<file path="config.mk">
export PLATFORM = sky130hd
export DESIGN_NAME = serial_full_subtractor_flat
export DESIGN_NICKNAME = d
export VERILOG_FILES = /design/src/rtl/serial_full_subtractor_if.sv /design/src/rtl/serial_full_subtractor.sv /design/src/flat_wrapper.sv
export SDC_FILE = /design/constraint.sdc
export NUM_CORES = 1
export LEC_CHECK = 0
export BUFFER_PORTS_ARGS = -buffer_cell sky130_fd_sc_hd__buf_2
export CAP_MARGIN = 15
export CORE_MARGIN = 4
export CORE_UTILIZATION = 40
export DETAILED_ROUTE_END_ITERATION = 12
export PLACE_DENSITY_LB_ADDON = 0.1
export SKIP_CTS_REPAIR_TIMING = 1
export SYNTH_ARGS = -nofsm -noshare
export SYNTH_HDL_FRONTEND = slang
export SYNTH_SLANG_ARGS = --single-unit
</file>
<file path="constraint.sdc">
create_clock -name clk -period 2.2 [get_ports clk]
set_input_delay 0.33 -clock clk [delete_from_list [all_inputs] [get_ports clk]]
set_output_delay 0.33 -clock clk [all_outputs]
set_load 0.005 [all_outputs]
</file>
<file path="src/rtl/serial_full_subtractor_if.sv">
// Request/result bundle for the bit-serial subtractor.
// master drives operands and start; slave returns status and result.
interface serial_full_subtractor_if #(
   parameter int WIDTH = 8
);
   logic             start;
   logic [WIDTH-1:0] x;
   logic [WIDTH-1:0] y;
   logic             c_in;
   logic             busy;
   logic             done;
   logic [WIDTH-1:0] diff;
   logic             c_out;
   logic             zero;

   modport master (
      output start, x, y, c_in,
      input  busy, done, diff, c_out, zero
   );

   modport slave (
      input  start, x, y, c_in,
      output busy, done, diff, c_out, zero
   );
endinterface

</file>
<file path="src/rtl/serial_full_subtractor.sv">
// Bit-serial subtractor: diff = (x - y - c_in) mod 2^WIDTH, one bit per clock,
// LSB first, with a registered borrow. Result flags change only on RUN->DONE.
module serial_full_subtractor #(
   parameter int WIDTH = 8
) (
   input  logic                    clk,
   input  logic                    rst_n,
   serial_full_subtractor_if.slave bus
);
   localparam int CW = $clog2(WIDTH + 1);

   typedef enum logic [1:0] {IDLE, RUN, DONE} state_e;

   state_e           state_q, state_d;
   logic [WIDTH-1:0] xs_q, xs_d;
   logic [WIDTH-1:0] ys_q, ys_d;
   logic [WIDTH-1:0] work_q, work_d;
   logic [WIDTH-1:0] diff_q, diff_d;
   logic [CW-1:0]    cnt_q, cnt_d;
   logic             b_q, b_d;
   logic             c_out_q, c_out_d;
   logic             zero_q, zero_d;

   // single-bit full subtractor on the current LSBs and borrow
   logic             bit_d;
   logic             bit_b;
   logic [WIDTH-1:0] work_shift;

   assign bit_d = xs_q[0] ^ ys_q[0] ^ b_q;
   assign bit_b = (~xs_q[0] & ys_q[0]) | (~(xs_q[0] ^ ys_q[0]) & b_q);

   // new difference bit enters at the MSB so the LSB lands at bit 0 after WIDTH shifts
   generate
      if (WIDTH == 1) begin : g_w1
         assign work_shift = bit_d;
      end else begin : g_wn
         assign work_shift = {bit_d, work_q[WIDTH-1:1]};
      end
   endgenerate

   // next-state and datapath updates; everything holds unless the state says otherwise
   always_comb begin
      state_d = state_q;
      xs_d    = xs_q;
      ys_d    = ys_q;
      work_d  = work_q;
      diff_d  = diff_q;
      cnt_d   = cnt_q;
      b_d     = b_q;
      c_out_d = c_out_q;
      zero_d  = zero_q;
      case (state_q)
         IDLE: begin
            if (bus.start) begin
               xs_d    = bus.x;
               ys_d    = bus.y;
               b_d     = bus.c_in;
               cnt_d   = '0;
               work_d  = '0;
               state_d = RUN;
            end
         end
         RUN: begin
            b_d    = bit_b;
            work_d = work_shift;
            xs_d   = xs_q >> 1;
            ys_d   = ys_q >> 1;
            cnt_d  = cnt_q + CW'(1);
            if (cnt_q == CW'(WIDTH - 1)) begin
               diff_d  = work_shift;
               c_out_d = bit_b;
               zero_d  = (work_shift == '0);
               state_d = DONE;
            end
         end
         DONE:    state_d = IDLE;
         default: state_d = IDLE;
      endcase
   end

   // state and datapath registers, asynchronously cleared
   always_ff @(posedge clk or negedge rst_n) begin
      if (!rst_n) begin
         state_q <= IDLE;
         xs_q    <= '0;
         ys_q    <= '0;
         work_q  <= '0;
         diff_q  <= '0;
         cnt_q   <= '0;
         b_q     <= 1'b0;
         c_out_q <= 1'b0;
         zero_q  <= 1'b0;
      end else begin
         state_q <= state_d;
         xs_q    <= xs_d;
         ys_q    <= ys_d;
         work_q  <= work_d;
         diff_q  <= diff_d;
         cnt_q   <= cnt_d;
         b_q     <= b_d;
         c_out_q <= c_out_d;
         zero_q  <= zero_d;
      end
   end

   assign bus.busy  = (state_q != IDLE);
   assign bus.done  = (state_q == DONE);
   assign bus.diff  = diff_q;
   assign bus.c_out = c_out_q;
   assign bus.zero  = zero_q;
endmodule

</file>
<file path="src/flat_wrapper.sv">
// flat-port wrapper written by rule: the top's interface ports become plain ports
module serial_full_subtractor_flat 
#(
   parameter int WIDTH = 8
)
  (clk, rst_n, bus_start, bus_x, bus_y, bus_c_in, bus_busy, bus_done, bus_diff, bus_c_out, bus_zero);
  serial_full_subtractor_if #(.WIDTH(WIDTH)) bus_i ();
  input  logic clk;
  input  logic rst_n;
  input wire logic [$bits(bus_i.start)-1:0] bus_start;
  input wire logic [$bits(bus_i.x)-1:0] bus_x;
  input wire logic [$bits(bus_i.y)-1:0] bus_y;
  input wire logic [$bits(bus_i.c_in)-1:0] bus_c_in;
  output wire logic [$bits(bus_i.busy)-1:0] bus_busy;
  output wire logic [$bits(bus_i.done)-1:0] bus_done;
  output wire logic [$bits(bus_i.diff)-1:0] bus_diff;
  output wire logic [$bits(bus_i.c_out)-1:0] bus_c_out;
  output wire logic [$bits(bus_i.zero)-1:0] bus_zero;
  assign bus_i.start = bus_start;
  assign bus_i.x = bus_x;
  assign bus_i.y = bus_y;
  assign bus_i.c_in = bus_c_in;
  assign bus_busy = bus_i.busy;
  assign bus_done = bus_i.done;
  assign bus_diff = bus_i.diff;
  assign bus_c_out = bus_i.c_out;
  assign bus_zero = bus_i.zero;
  serial_full_subtractor #(.WIDTH(WIDTH)) u_core (.clk(clk), .rst_n(rst_n), .bus(bus_i));
endmodule
</file>
==> results.md, run 1 <==
- Worst-Skew Late Latency: 0.29 ns
- Flop and latch count out of synthesis: 40
- Drt wl/cell: 15.01 um
- Synth area leaders: dfrtp_1 56%, mux2_4 5.9%, a22oi_1 5.5%
- Slew headroom: 41.98%
- Critical Path RT: 1.87 ns
- CP arrival: 1.40 ns
- Synth cell types: 30
- Leakage Power: 0.0009754 uW
- Warning count from the yosys run: 0
- DP HPWL: 2580 um
- RSZ-0062 raised after global routing: false
- Post-route clock period utilization: 78.50%
- CTS tree: done
- Post-DRT Antenna Nets: 0
- Vias/cell: 5.270
- Layout Skew: 0.004113 ns
- Initial Utilization: 41.32%
- Seq/Total Area, Yosys: 56.02%
- Fin util: 48.41%
- Setup_tns: 0 ns
- Area of the core: 0.004324 sq mm
- Area Overhead vs Synth: 17.16%
- Initial DRC count: 143
- Clk network pwr share: 17.0%
- Die area: 0.005600 sq mm
- CTS Buf Count: 5
- Commonest non-fill, non-tap cell in the layout: dfrtp_1
- Synth area leader: dfrtp_1
- Worst Path Max Fanout: 10
- Met2 wire length: 1700 um
- Crit Path Category: reg2out
- # clock sinks: 40
- Site row count: 24
- GRT Overall Usage: 14.42%
- Synth async-reset ratio: 100.0%
- IO Port Bufs: 31
- Avg Cell Area, Syn: 11.38 sq um
- Hold WC Path Type: in2async
- Chip Height: 74.84 um
- Critical Path Source Type: flip-flop
- Placed cells: 236
- Post-Layout Cell Count: 244
- Max Used Layer: met4
- Most frequent cells in the layout: 40 x dfrtp_1, 31 x buf_2, 17 x o21ai_0
- Setup WS pre-CTS: 0.6811 ns
- Number of synthesized flops with an enable pin: 0
- Critical Path End Type: primary output
- Met3 routed WL: 229 um
- Pre-Repair DR Iteration Count: 4
- Max cap viols: 0
- Combinational power share: 38.9%
- First-pass GRT wire length: 6078 um
- H-tree lvl count: 2
- PnR worst setup slack: 0.4730 ns
- Sequential share of power: 44.1%
- Filler cells: 409
- Max Clk Rate: 579.0 MHz
- Switching Fraction: 35.12%
- GRT overflow: 0
- Initial antenna violation count: 0
- NumNets Final: 213
- Vias in the first global route: 1254
- Diodes inserted: 0
- Hold Fails Final Rpt: 0
- Minimum clock period: 1.727 ns
- DRC viols: 0
- Status: finished, final reports clean
- Gp weighted congestion: 0.7791
- DRT met1 WL: 1692 um
- Die Width: 74.84 um
- Post-synthesis cell count: 157
- Max-slew violations: 0
- Max clock buf depth: 2
- # setup viols final: 0
- Largest net degree at the start of global routing: 41
- Worst Tran Pin Value: 0.8703 ns
- Total Routed Length: 3662 um
- Syn Nets: 179
- Total net switching power: 1025 uW
- Root Buffer: clkbuf_8
- Most common flop cell mapped by yosys: dfrtp_1
- Share of cells above drive strength 1: 28.65%
- VDD IR max: 534.8 uV
- CTS clock-pin slew for the worst setup and hold paths: 0.07 ns
- Synth top area share: 56.02%
- IO Count: 32
- Via Count: 1286
- Power Density: 1394 mW/mm^2
- Internal power: 1893 uW
- Synthesized cell area: 0.001787 sq mm
-- critical path: stages, from the launching register on --
cell and delay (ns):
dfrtp_1 0.49, buf_4 0.21, or2_2 0.29, buf_2 0.13
-- power by group through the flow --
stage	clock network [uW]	logic, uW	registers [uW]
floorplan	0	828	1250
global placement	0	1130	1290
detailed placement	0	1150	1300
CTS	513	1150	1290
global route	546	1270	1340
finish	496	1130	1290
-- per-stage QoR --
stage / hold slack, ns / power, uW / area (sq um)
2_1_floorplan: 0.03441 / 2074 / 1787
3_3_place_gp: 0.4661 / 2421 / 2003
3_5_place_dp: 0.4801 / 2447 / 2003
4_1_cts: 0.1973 / 2952 / 2093
5_1_grt: 0.2318 / 3153 / 2093
6_report: 0.1522 / 2918 / 2093
-- flip-flops by register name, indices dropped and copies added, names as in the netlist, 2 cells and up --
| signal | count |
|---|---|
| u_core.work_q | 7 |
| u_core.bus.diff | 8 |
| u_core.xs_q | 8 |
| u_core.cnt_q | 4 |
| u_core.state_q | 2 |
| u_core.ys_q | 8 |
-- worst paths after layout --
check / startpoint / end / slack (ns) / cells past startpoint
worst max-delay path: u_core.state_q[0]$_DFFE_PN0P_ / bus_busy / 0.47 / 3
worst min-delay path: rst_n / u_core.bus.diff[3]$_DFFE_PN0P_ / 0.15 / 1
worst max register to register: u_core.state_q[0]$_DFFE_PN0P_ / u_core.ys_q[1]$_DFFE_PN0P_ / 0.67 / 4
worst min register to register: u_core.ys_q[3]$_DFFE_PN0P_ / u_core.ys_q[3]$_DFFE_PN0P_ / 0.49 / 2
max in group asynchronous: rst_n / u_core.ys_q[2]$_DFFE_PN0P_ / 1.50 / 1
min in group clk: bus_y[7] / u_core.ys_q[7]$_DFFE_PN0P_ / 0.30 / 2
-- synth_stat cells, types with 2 or more instances --
library cell and n:
a21oi_1 7, a22o_1 8, a22oi_1 13, a2bb2oi_1 3
buf_2 6, clkbuf_1 4, dfrtp_1 40, inv_1 5
mux2_4 7, mux2i_1 3, nand2_1 14, nand3_1 3
nor2_1 2, nor2b_1 9, nor4_1 2, o21ai_0 17
-- layer usage --
metal,up-vias,track usage (%)
li1,628,-
met3,4,4.539
met1,622,20.03
met2,32,21.18
met4,0,5.336
met5,-,0
-- kinds of logic after synthesis --
family / count (synthesis) / share of synthesized area, %
muxes: 11 / 8.193
adders and majority gates: 2 / 1.821
buffers and inverters: 16 / 4.202
AOI/OAI and AO/OA: 52 / 19.19
DFF: 40 / 56.02
and+or+nand+nor: 36 / 10.57
-- layout make-up --
cell class                 instances  area, sq um  area share (%)
sequential                        40         1001           47.82
inverter                           5        18.77          0.8966
tap                               52        65.06           3.108
timing repair buffer              38        207.7           9.922
clock buffer                       8        90.09           4.304
multi-input combinational        101        710.7           33.95
Power figures use the tool's default switching activity.
==> run 2: changes to the inputs <==
--- a/config.mk
+++ b/config.mk
@@ -5,6 +5,7 @@
 export SDC_FILE = /design/constraint.sdc
 export NUM_CORES = 1
 export LEC_CHECK = 0
+export ABC_AREA = 1
 export BUFFER_PORTS_ARGS = -buffer_cell sky130_fd_sc_hd__buf_2
 export CAP_MARGIN = 15
 export CORE_MARGIN = 4
==> constraint.sdc (replaced) <==
create_clock -name clk -period 1.5 [get_ports clk]
set_input_delay 0.225 -clock clk [delete_from_list [all_inputs] [get_ports clk]]
set_output_delay 0.225 -clock clk [all_outputs]
set_load 0.005 [all_outputs]
==> results.md, run 2 <==
- Status: finished, final reports clean
- Post-synth top cells: 52 x nand3_1, 40 x dfrtp_1, 39 x nand2_1, 13 x inv_1, 10 x nor2_1
- Diodes inserted: 0
- Via Count: 1416
- Worst-Skew Late Latency: 0.29 ns
- H-tree lvl count: 2
- Crit Path Category: reg2out
- IO Count: 32
- Fin util: 48.82%
- Post-synthesis cell count: 194
- GRT overflow: 0
- Largest net degree at the start of global routing: 23
- Most frequent cells in the layout: 52 x nand3_1, 40 x dfrtp_1, 39 x nand2_1
- Setup WS pre-CTS: 0.1474 ns
- Initial Utilization: 41.18%
- Seq/Total Area, Yosys: 55.83%
- Post-DRT Antenna Nets: 0
- Post-Layout Cell Count: 282
- Initial DRC count: 65
- IO Port Bufs: 31
- First-pass GRT wire length: 6375 um
- CP Buf/Inv Count: 2
- Max-slew violations: 0
- Vias in the first global route: 1401
- Synth area leaders: dfrtp_1 56%, nand3_1 15%, nand2_1 8.2%
- CTS tree: done
- Synth cell types: 23
- Number of synthesized flops with an enable pin: 0
- Synth area leader: dfrtp_1
- Minimum clock period: 1.379 ns
- Count leader, synth: nand3_1
- Area of the core: 0.004354 sq mm
- Max clock buf depth: 2
- Max Clk Rate: 724.9 MHz
- Commonest non-fill, non-tap cell in the layout: nand3_1
- Power Density: 2041 mW/mm^2
- RSZ-0062 raised after global routing: false
- CP max stage delay: 0.45 ns
- Sequential share of power: 41.6%
- Clk network pwr share: 16.8%
- Combinational power share: 41.6%
- Root Buffer: clkbuf_8
- PnR worst setup slack: 0.1205 ns
- Syn Nets: 216
- Synthesized cell area: 0.001793 sq mm
- Critical Path RT: 1.27 ns
- Slew headroom: 69.40%
- DRC viols: 0
- Critical Path End Type: primary output
- Crit path cell chain: nor2_4, inv_1, buf_2
- Flop and latch count out of synthesis: 40
- Drt wl/cell: 12.86 um
- Worst Path Max Fanout: 8
- Gp weighted congestion: 0.7193
- CTS Buf Count: 5
- Total Routed Length: 3627 um
- Initial antenna violation count: 0
- CTS clock-pin slew for the worst setup and hold paths: 0.08 ns
- Warning count from the yosys run: 0
- Placed cells: 273
- # clock sinks: 40
- Hold Fails Final Rpt: 0
- NumNets Final: 251
- Switching Fraction: 39.62%
- Site row count: 24
- R2r setup slk: 0.13 ns
- Avg Cell Area, Syn: 9.242 sq um
- Pwr Total: 4339 uW
- CP max stage cell: dfrtp_1
- Internal power: 2620 uW
- Chip Height: 74.95 um
- Leakage Power: 0.001073 uW
- # setup viols final: 0
- Post-route clock period utilization: 91.96%
- Synth async-reset ratio: 100.0%
- Share of cells above drive strength 1: 26.52%
- Vias/cell: 5.021
- Layout Skew: 0.003996 ns
- VDD IR max: 585.2 uV
- Worst Tran Pin Value: 0.4590 ns
- Hold WC Path Type: in2reg
- Pre-Repair DR Iteration Count: 4
- Filler cells: 430
- Area Overhead vs Synth: 18.56%
- Die Width: 74.95 um
- Max cap viols: 0
- Setup_tns: 0 ns
- Critical Path Source Type: flip-flop
- CP arrival: 1.15 ns
- Die area: 0.005618 sq mm
- GRT Overall Usage: 14.87%
- DP HPWL: 2575 um
- Most common flop cell mapped by yosys: dfrtp_1
- Total net switching power: 1719 uW
- Cell family with most CP delay: flip-flops
- Synth top area share: 55.83%
==> run 2: path summary, 6_finish.rpt <==
kind                                                  end                            from  cells after the start
setup / recovery                                 bus_busy   u_core.state_q[0]$_DFFE_PN0P_                      3
min in group asynchronous  u_core.bus.diff[6]$_DFFE_PN0P_                           rst_n                      2
hold reg to reg            u_core.bus.diff[3]$_DFFE_PN0P_  u_core.bus.diff[3]$_DFFE_PN0P_                      2
hold / removal                 u_core.xs_q[7]$_DFFE_PN0P_                        bus_x[7]                      3
setup reg to reg              u_core.bus.zero$_DFFE_PN0P_      u_core.ys_q[0]$_DFFE_PN0P_                      7
max in group asynchronous      u_core.xs_q[6]$_DFFE_PN0P_                           rst_n                      3
==> run 2: stage by stage <==
step	hold slack [ns]	instance area [sq um]
6_report	0.1275	2126
5_1_grt	0.1146	2126
4_1_cts	-0.1156	2111
3_5_place_dp	0.2014	2018
3_3_place_gp	0.1945	2018
2_1_floorplan	-0.07059	1793
==> run 2: metal layers <==
metal | share of wire, % | global-route usage [%]
met4 | 1.2 | 4.743
met5 | 0 | 0
met1 | 44 | 18.30
met2 | 50 | 24.85
met3 | 4.9 | 4.673
==> run 2: logic make-up after synthesis <==
group,after synthesis,synth area share [%]
adder cells (fa/ha/maj),2,1.814
buffers and inverters,25,6.978
AND/OR/NAND/NOR,107,27.15
AO/OA/AOI/OAI,20,8.234
flip-flops,40,55.83
==> run 2: layout make-up <==
type | instances | area (sq um) | area share (%)
Multi-Input combinational cell | 129 | 671.9 | 31.61
Inverter | 14 | 52.55 | 2.472
Sequential cell | 40 | 1001 | 47.09
Timing Repair Buffer | 39 | 242.7 | 11.42
Clock buffer | 6 | 82.58 | 3.885
Tap cell | 52 | 65.06 | 3.061
Clock inverter | 2 | 10.01 | 0.4709
==> run 2: tightest hold or removal path: stages <==
cell	delay, ns
buf_2	0.07
nand2_1	0.04
nand2_1	0.04
==> run 2: power by group through the flow <==
stage,combinational (uW),sequential (uW),clock [uW]
after floorplan,1350,1790,0
after global placement,1780,1810,0
after detailed placement,1830,1820,0
after CTS,1830,1800,761
after global routing,2080,1870,806
final,1800,1810,730
==> run 3: changes to the inputs <==
==> constraint.sdc (replaced) <==
create_clock -name clk -period 1.5 [get_ports clk]
set_input_delay 0.3 -clock clk [delete_from_list [all_inputs] [get_ports clk]]
set_output_delay 0.3 -clock clk [all_outputs]
set_load 0.005 [all_outputs]
==> results.md, run 3 (synthesis gave the netlist of run 2 again) <==
- Layout Skew: 0.004711 ns
- Initial antenna violation count: 0
- Root Buffer: clkbuf_8
- Launching point of the worst reg2reg path: u_core.ys_q[0]$_DFFE_PN0P_
- Max clock buf depth: 2
- CTS clock-pin slew for the worst setup and hold paths: 0.08 ns
- Share of cells above drive strength 1: 26.52%
- CTS Buf Count: 5
- Max Clk Rate: 714.8 MHz
- Critical Path End Type: primary output
- Worst-Skew Late Latency: 0.29 ns
- Vias in the first global route: 1489
- Post-DRT Antenna Nets: 0
- First-pass GRT wire length: 6582 um
- Worst Path Max Fanout: 4
- Worst hold margin: 0.2026 ns
- Clk network pwr share: 17.0%
- GRT Overall Usage: 15.36%
- NumNets Final: 251
- Crit Path Category: reg2out
- Critical Path Source Type: flip-flop
- Max cap viols: 0
- Power Density: 2050 mW/mm^2
- Most frequent cells in the layout: 52 x nand3_1, 40 x dfrtp_1, 39 x nand2_1
- Initial DRC count: 88
- Area of the core: 0.004354 sq mm
- Site row count: 24
- CTS tree: done
- R2r setup slk: 0.18 ns
- Diodes inserted: 0
- Pre-Repair DR Iteration Count: 4
- DP HPWL: 2580 um
- Max-slew violations: 0
- RSZ-0062 raised after global routing: false
- Status: finished, final reports clean
- Commonest non-fill, non-tap cell in the layout: nand3_1
- FF-to-FF End: u_core.bus.zero$_DFFE_PN0P_
- Total Routed Length: 3759 um
- Die Width: 74.95 um
- IO Count: 32
- VDD IR max: 713.3 uV
- Vias/cell: 5.131
- Crit path from: u_core.state_q[0]$_DFFE_PN0P_
- Largest net degree at the start of global routing: 41
- DRC viols: 0
- Drt wl/cell: 13.33 um
- Gp weighted congestion: 0.7377
- Initial Utilization: 41.18%
- # setup viols final: 0
- GRT overflow: 0
- H-tree lvl count: 2
- Leakage Power: 0.001068 uW
- Hold WC Path Type: in2reg
- Combinational power share: 41.3%
- Switching Fraction: 39.78%
- Worst Tran Pin Value: 0.2692 ns
- Setup_tns: 0 ns
- Total net switching power: 1724 uW
- Hold Fails Final Rpt: 0
- Area Overhead vs Synth: 17.86%
- IO Port Bufs: 31
- CP arrival: 1.10 ns
- End of the critical path: bus_busy
- # clock sinks: 40
- Sequential share of power: 41.7%
- Chip Height: 74.95 um
- Via Count: 1447
- Minimum clock period: 1.399 ns
- Post-route clock period utilization: 93.26%
- Critical Path RT: 1.20 ns
- Worst r2r path cells: 7
- Internal power: 2609 uW
- Slew headroom: 82.05%
- Die area: 0.005618 sq mm
==> run 3: cell counts in the layout (fill, tap and decap cells not counted) <==
No cell type changed its count.
==> run 3: stage by stage <==
step	setup slack, ns	std cells	utilization, %	cell area [sq um]	total power, uW
6_report	0.1011	282	48.53	2113	4333
2_1_floorplan	0.2673	194	-	1793	3138
3_5_place_dp	0.1722	273	46.06	2006	3631
3_3_place_gp	0.1549	273	46.06	2006	3581
4_1_cts	0.04663	281	48.19	2098	4382
5_1_grt	0.01711	282	48.53	2113	4754
==> run 3: per-layer routing <==
layer  GRT usage, %  part of all wire (%)  vias to the layer above
met5              0                     0                        -
met4          4.743                  0.77                        0
met3          4.539                   5.3                        4
met2          26.02                    49                       36
met1          18.83                    44                      694
li1               -                     -                      713
==> run 3: worst min path at each step <==
stage	from	end	slack, ns	cells after the start
after floorplan	rst_n	u_core.b_q$_DFFE_PN0P_	0.004	0
after global placement	rst_n	u_core.bus.diff[6]$_DFFE_PN0P_	0.29	2
after detailed placement	rst_n	u_core.bus.diff[6]$_DFFE_PN0P_	0.29	2
after CTS	rst_n	u_core.bus.diff[7]$_DFFE_PN0P_	-0.02	2
after global routing	bus_y[7]	u_core.ys_q[7]$_DFFE_PN0P_	0.20	3
final	bus_y[7]	u_core.ys_q[7]$_DFFE_PN0P_	0.20	3
==> run 3: worst max-delay path: stages (launching register included) <==
cell and delay [ns]:
dfrtp_1 0.45, nor2_4 0.18, inv_1 0.05, buf_2 0.12
==> run 3: area by class of cell <==
| cell class | instances | area, sq um |
|---|---|---|
| Sequential cell | 40 | 1001 |
| Timing Repair Buffer | 39 | 230.2 |
| Fill cell | 422 | 2241 |
| Clock inverter | 2 | 10.01 |
| Inverter | 14 | 52.55 |
| Multi-Input combinational cell | 129 | 671.9 |
| Tap cell | 52 | 65.06 |
| Clock buffer | 6 | 82.58 |
==> run 3: power by group through the flow <==
| stage | clock network [uW] | logic [uW] | registers [uW] |
|---|---|---|---|
| after floorplan | 0 | 1350 | 1790 |
| after global placement | 0 | 1780 | 1810 |
| after detailed placement | 0 | 1810 | 1820 |
| after CTS | 761 | 1820 | 1800 |
| after global routing | 807 | 2080 | 1860 |
| final | 736 | 1790 | 1810 |
